--- config.mk ---
export PLATFORM = sky130hd
export DESIGN_NAME = dcache
export DESIGN_NICKNAME = d
export VERILOG_FILES = /design/src/rtl/dcache_pkg.sv /design/src/rtl/dcache_array.sv /design/src/rtl/dcache.sv
export SDC_FILE = /design/constraint.sdc
export NUM_CORES = 2
export LEC_CHECK = 0
export ABC_AREA = 1
export BUFFER_PORTS_ARGS = -buffer_cell sky130_fd_sc_hd__buf_4
export CORE_MARGIN = 1.5
export CORE_UTILIZATION = 55
export DETAILED_ROUTE_END_ITERATION = 6
export PLACE_DENSITY = 0.71
export SYNTH_ARGS = -nofsm -noshare
export SYNTH_HDL_FRONTEND = slang
export SYNTH_SLANG_ARGS = --single-unit
--- constraint.sdc ---
create_clock -name i_clk -period 5 [get_ports i_clk]
set_input_delay 1 -clock i_clk [delete_from_list [all_inputs] [get_ports i_clk]]
set_output_delay 1 -clock i_clk [all_outputs]
set_load 0.05 [all_outputs]
--- src/rtl/dcache_pkg.sv ---
// Shared definitions for the direct-mapped write-through data cache.
// Holds the FSM state encoding, the default uncached (MMIO) boundary and
// helpers that split a byte address into line index and tag.
package dcache_pkg;

  typedef enum logic [1:0] {
    IDLE   = 2'd0,
    RD_REQ = 2'd1,
    WR_REQ = 2'd2,
    RESP   = 2'd3
  } state_e;

  localparam logic [31:0] IO_BASE_DEFAULT = 32'h8000_0000;

  // Line index: word address bits just above the byte offset.
  // The caller truncates the result to its index width.
  function automatic logic [31:0] line_index(input logic [31:0] addr, input int unsigned idx_w);
    return (addr >> 2) & ((32'd1 << idx_w) - 32'd1);
  endfunction

  // Tag: everything above the index. The caller truncates to its tag width.
  function automatic logic [31:0] line_tag(input logic [31:0] addr, input int unsigned idx_w);
    return addr >> (idx_w + 2);
  endfunction

endpackage

--- src/rtl/dcache_array.sv ---
// Tag and data storage for dcache: one word per line, asynchronous read,
// synchronous write. Ports: i_idx selects the line for both read and write;
// o_tag/o_data are the combinational read; i_fill writes tag + full word;
// i_wr_be merges enabled bytes of i_wr_data into the line (tag untouched).
// No reset: line contents are qualified by the valid bits kept in dcache.
module dcache_array #(
  parameter int LINES = 64,
  parameter int IDX   = 6,
  parameter int TAGW  = 24
) (
  input  logic            i_clk,
  input  logic [IDX-1:0]  i_idx,
  output logic [TAGW-1:0] o_tag,
  output logic [31:0]     o_data,
  input  logic            i_fill,
  input  logic [TAGW-1:0] i_fill_tag,
  input  logic [31:0]     i_fill_data,
  input  logic [3:0]      i_wr_be,
  input  logic [31:0]     i_wr_data
);

  logic [TAGW-1:0] tag_mem  [LINES];
  logic [31:0]     data_mem [LINES];

  assign o_tag  = tag_mem[i_idx];
  assign o_data = data_mem[i_idx];

  always_ff @(posedge i_clk) begin
    if (i_fill) begin
      tag_mem[i_idx]  <= i_fill_tag;
      data_mem[i_idx] <= i_fill_data;
    end else begin
      for (int b = 0; b < 4; b++) begin
        if (i_wr_be[b]) data_mem[i_idx][8*b +: 8] <= i_wr_data[8*b +: 8];
      end
    end
  end

endmodule

--- src/rtl/dcache.sv ---
// Direct-mapped, write-through, no-write-allocate data cache for the CPU data port.
// Ports: CPU side i_addr/i_we/i_rd/i_data in, o_data/o_valid out (o_valid low = stall);
// backing bus o_mem_req/o_mem_addr/o_mem_we/o_mem_data out, i_mem_ack/i_mem_data in.
// Load hits complete in the same cycle; misses, stores and MMIO take >= 2 cycles.
module dcache
  import dcache_pkg::*;
#(
  parameter int          LINES   = 64,
  parameter logic [31:0] IO_BASE = IO_BASE_DEFAULT
) (
  input  logic        i_clk,
  input  logic        i_rst_n,
  input  logic [31:0] i_addr,
  input  logic [3:0]  i_we,
  input  logic        i_rd,
  input  logic [31:0] i_data,
  output logic [31:0] o_data,
  output logic        o_valid,
  output logic        o_mem_req,
  output logic [31:0] o_mem_addr,
  output logic [3:0]  o_mem_we,
  output logic [31:0] o_mem_data,
  input  logic        i_mem_ack,
  input  logic [31:0] i_mem_data
);

  localparam int IDX  = $clog2(LINES);
  localparam int TAGW = 32 - IDX - 2;

  state_e            state_q, state_d;
  logic [LINES-1:0]  valid_q;
  logic [31:0]       resp_q;

  logic [IDX-1:0]    idx;
  logic [TAGW-1:0]   tag;
  logic [TAGW-1:0]   arr_tag;
  logic [31:0]       arr_data;
  logic              cacheable;
  logic              hit;
  logic              is_store;
  logic              fill;
  logic [3:0]        wr_be;
  logic [31:0]       word_addr;

  assign idx       = IDX'(line_index(i_addr, IDX));
  assign tag       = TAGW'(line_tag(i_addr, IDX));
  assign cacheable = (i_addr < IO_BASE);
  assign hit       = valid_q[idx] && (arr_tag == tag) && cacheable;
  assign is_store  = |i_we;
  assign word_addr = {i_addr[31:2], 2'b00};

  // RESP returns the latched bus word; otherwise present the line so a
  // hit in IDLE is visible in the same cycle.
  assign o_data = (state_q == RESP) ? resp_q : arr_data;

  dcache_array #(
    .LINES (LINES),
    .IDX   (IDX),
    .TAGW  (TAGW)
  ) u_array (
    .i_clk       (i_clk),
    .i_idx       (idx),
    .o_tag       (arr_tag),
    .o_data      (arr_data),
    .i_fill      (fill),
    .i_fill_tag  (tag),
    .i_fill_data (i_mem_data),
    .i_wr_be     (wr_be),
    .i_wr_data   (i_data)
  );

  always_comb begin
    state_d    = state_q;
    o_valid    = 1'b0;
    o_mem_req  = 1'b0;
    o_mem_addr = '0;
    o_mem_we   = '0;
    o_mem_data = '0;
    fill       = 1'b0;
    wr_be      = '0;

    case (state_q)
      IDLE: begin
        // Store wins when both strobes are set.
        if (is_store) begin
          state_d = WR_REQ;
        end else if (i_rd) begin
          if (hit) o_valid = 1'b1;
          else     state_d = RD_REQ;
        end else begin
          o_valid = 1'b1;
        end
      end
      RD_REQ: begin
        o_mem_req  = 1'b1;
        o_mem_addr = word_addr;
        if (i_mem_ack) begin
          fill    = cacheable;
          state_d = RESP;
        end
      end
      WR_REQ: begin
        o_mem_req  = 1'b1;
        o_mem_addr = word_addr;
        o_mem_we   = i_we;
        o_mem_data = i_data;
        if (i_mem_ack) begin
          // Write-through: only update a resident line, never allocate.
          if (hit) wr_be = i_we;
          state_d = RESP;
        end
      end
      RESP: begin
        o_valid = 1'b1;
        state_d = IDLE;
      end
      default: state_d = IDLE;
    endcase

    // Reset abandons any bus request and stalls the core.
    if (!i_rst_n) begin
      o_valid    = 1'b0;
      o_mem_req  = 1'b0;
      o_mem_addr = '0;
      o_mem_we   = '0;
      o_mem_data = '0;
      fill       = 1'b0;
      wr_be      = '0;
    end
  end

  always_ff @(posedge i_clk) begin
    if (!i_rst_n) begin
      state_q <= IDLE;
      valid_q <= '0;
      resp_q  <= '0;
    end else begin
      state_q <= state_d;
      if (state_q == RD_REQ && i_mem_ack) resp_q <= i_mem_data;
      if (fill) valid_q[idx] <= 1'b1;
    end
  end

endmodule

==> out/qor.yml <==
status: "finished, violations left"
violations: "DRC, setup timing"
synth_area_leaders: "edfxtp_1, nand2_1, nor2_1, inv_1, a22oi_1"
fmax_ghz: 0.198
reg2reg_depth: 21
drt-total-wl_um: 432000
grt_pass1_vias: 94092
start_kind: "input pin"
top_level_ports: 206
drv_slew: 0
grt_pass1_wl_um: 618000
vias_per_cell: 6.08
async_flop_share_pct: 0
ys_ff_latch: 3682
rsz0062_at_grt: "yes"
synthAdderAreaFrac_pct: 0.0346
maxSlewHeadroom_pct: 24.1
io_buffers: 201
fin_cells: 15899
power.switching_mw: 15.4
critPathArrivalTime_ns: 4.04
synth_compound_area_share_pct: 7.90
yosysTopAreaCellShare_pct: 74.3
track_usage_pct: 31.9
synth_common_cells: "edfxtp_1, nand2_1, nor2_1"
dp.final_hpwl_um: 268000
htreeDepth: 5
setup_ws_ns: -0.0403
cts_root_buf: "clkbuf_16"
drt_iter0_markers: 13200
yosys_warnings: 0
die_y_um: 516
fin_crit_sh_pct: 101
p_int_mw: 51.0
drc: 1
pwr-share-comb_pct: 8.3
synth_top_family_by_area: "simple AND/OR/NAND/NOR gates"
worst_pin_slew_ns: 1.14
synth_mux_area_share_pct: 0
post_drt_wl_per_cell_um: 27.2
synth-xor-area-share_pct: 0
insertion_delay_ns: 0.94
hold_depth: 3
synthSimpleGateAreaFrac_pct: 12.3
hold_viol: 0
grt_overflow: 0
dr.pass1.iters: 7
area.growth.synth_to_final_pct: 19.3
power.total_mw: 66.4
clock_skew_ns: 0.0825
tns_ns: -0.0746
finalCriticalPeriod_ns: 5.04
routabilityCongestion: 0.948
holdWs_ns: 0.351
grt_max_degree: 66
ant_nets: 0
cts_buffer_depth: 4
switching_share_pct: 23.2
final_area_um2: 173000
cts_hold_buf: 0
cts.sinks: 3682
cts_tree: "yes"
antenna_found_initial: 19
fillers: 17851
vdd_drop_max_v: 0.000487
synthesis.area_um2: 145000
setup_viol: 3
drv_cap: 0
core_region_area_um2: 262000
die_area_um2: 266000
cts_buffers: 365
end_kind: "primary output"
ys_seq_area_share_pct: 75.7
start_util_pct: 55.2
ys_types: 47
seqPwrFrac_pct: 51.2
synth_area_leader_cell: "edfxtp_1"
synth_area_per_cell_um2: 13.2
layout.nets: 12194
row_count: 188
clkPwrFrac_pct: 40.6
powerDensity_nw_per_um2: 384
placed_area_um2: 159000
path_class: "in -> out"
hold_class: "in -> reg"
worstPathMaxFanout: 20
die_w_um: 516
synth.most_common_cell: "edfxtp_1"
leakagePower_nw: 62.3
drive_above_1_share_pct: 18.2
place_inst: 15202
syn-instance-count: 10983
synth_flop_cell: "edfxtp_1"
via_count: 96625
path_clk_slew_ns: 0.06
synth_edf_count: 3584
required_ns: 4.00
power by group through the flow:
stage	combinational, mW	sequential, mW	clock, mW
floorplan	2.73	34.6	0
global placement	5.05	34.6	0
detailed placement	5.15	34.6	0
CTS	5.30	34.0	27.0
global route	5.74	33.9	28.2
finish	5.48	34.0	26.9
metal layers:
metal	vias up	track usage (%)	routed length (µm)
li1	41733	-	-
met1	47423	41.0	153000
met2	6260	50.7	203000
met3	1183	6.78	49100
met4	26	18.2	27300
met5	-	0	176
per-stage QoR:
stage	util [%]	worst slack, ns
4_1_cts	65.6	-0.0738
2_1_floorplan	-	0.172
5_1_grt	65.9	-0.237
3_5_place_dp	60.8	-0.548
3_3_place_gp	60.8	-0.485
6_report	65.9	-0.0403
worst max-delay path, cell delays in order:
cell and delay, ns:
buf_16 0.15, inv_16 0.18, buf_12 0.20, nor2_4 0.07
buf_4 0.18, buf_12 0.18, buf_4 0.18, buf_4 0.17
a22o_1 0.22, a221oi_2 0.17, nand4_1 0.17, nand2_1 0.13
nand3_2 0.13, o32ai_4 0.31, buf_4 0.17, inv_1 0.04
buf_4 0.16, buf_4 0.19
state kept, by name (all words and copies together) (netlist names):
| signal | count |
|---|---|
| valid_q | 64 |
| resp_q | 32 |
| state_q | 2 |
| u_array.tag_mem | 1536 |
| u_array.data_mem | 2048 |
worst paths after layout:
path / slack [ns] / to / startpoint
setup / recovery: -0.04 / o_data[6] / i_addr[2]
hold / removal: 0.35 / resp_q[11] / i_mem_data[11]
setup reg to reg: 0.72 / u_array.data_mem[2][3] / u_array.tag_mem[16][15]
hold reg to reg: 0.47 / valid_q[24] / valid_q[24]
logic make-up after synthesis:
kind of cell    after synthesis
compound gates             1644
fa+ha+maj                     4
other cells                   1
buf+inv                    1324
simple gates               4328
flops                      3682
what timing repair did:
| action | 4_1_cts | 5_1_grt |
|---|---|---|
| buffers inserted | 12 | 9 |
| endpoints found under the setup margin | 33 | 33 |
| pin swaps | 37 | 69 |
| gates resized for setup | 124 | 139 |
| gates cloned | 11 | 4 |
area by class of cell:
cell class	count	area [µm²]	share of cell area, %
Sequential cell	3682	110000	63.5
Multi-Input combinational cell	5978	30800	17.8
Timing Repair Buffer	1342	13500	7.84
Clock buffer	458	9600	5.56
Tap cell	3515	4400	2.55
Inverter	716	2720	1.57
Clock inverter	198	2000	1.16
Antenna cell	9	22.5	0.0130
Timing Repair inverter	1	8.76	0.00507
cells in the final DEF (no fill, tap or decap), types with 34 or more instances in the layout:
master     count
or2_1         50
clkbuf_1      85
clkbuf_16    372
nor2_1      1060
o21ai_1      209
nand4_1      289
buf_12       228
a221oi_1     161
buf_4       1062
o211ai_1     265
bufinv_16     34
nor2_4        92
a21oi_1       75
o21ai_0      306
or2_2         91
edfxtp_1    3584
clkinv_1      80
clkinv_2      54
nand2_1     2381
nand2_2       59
inv_1        701
nand3_1      234
dfxtp_1       98
a22o_1       178
a22oi_1      311
a221oi_2      41
Power figures use the tool's default switching activity.
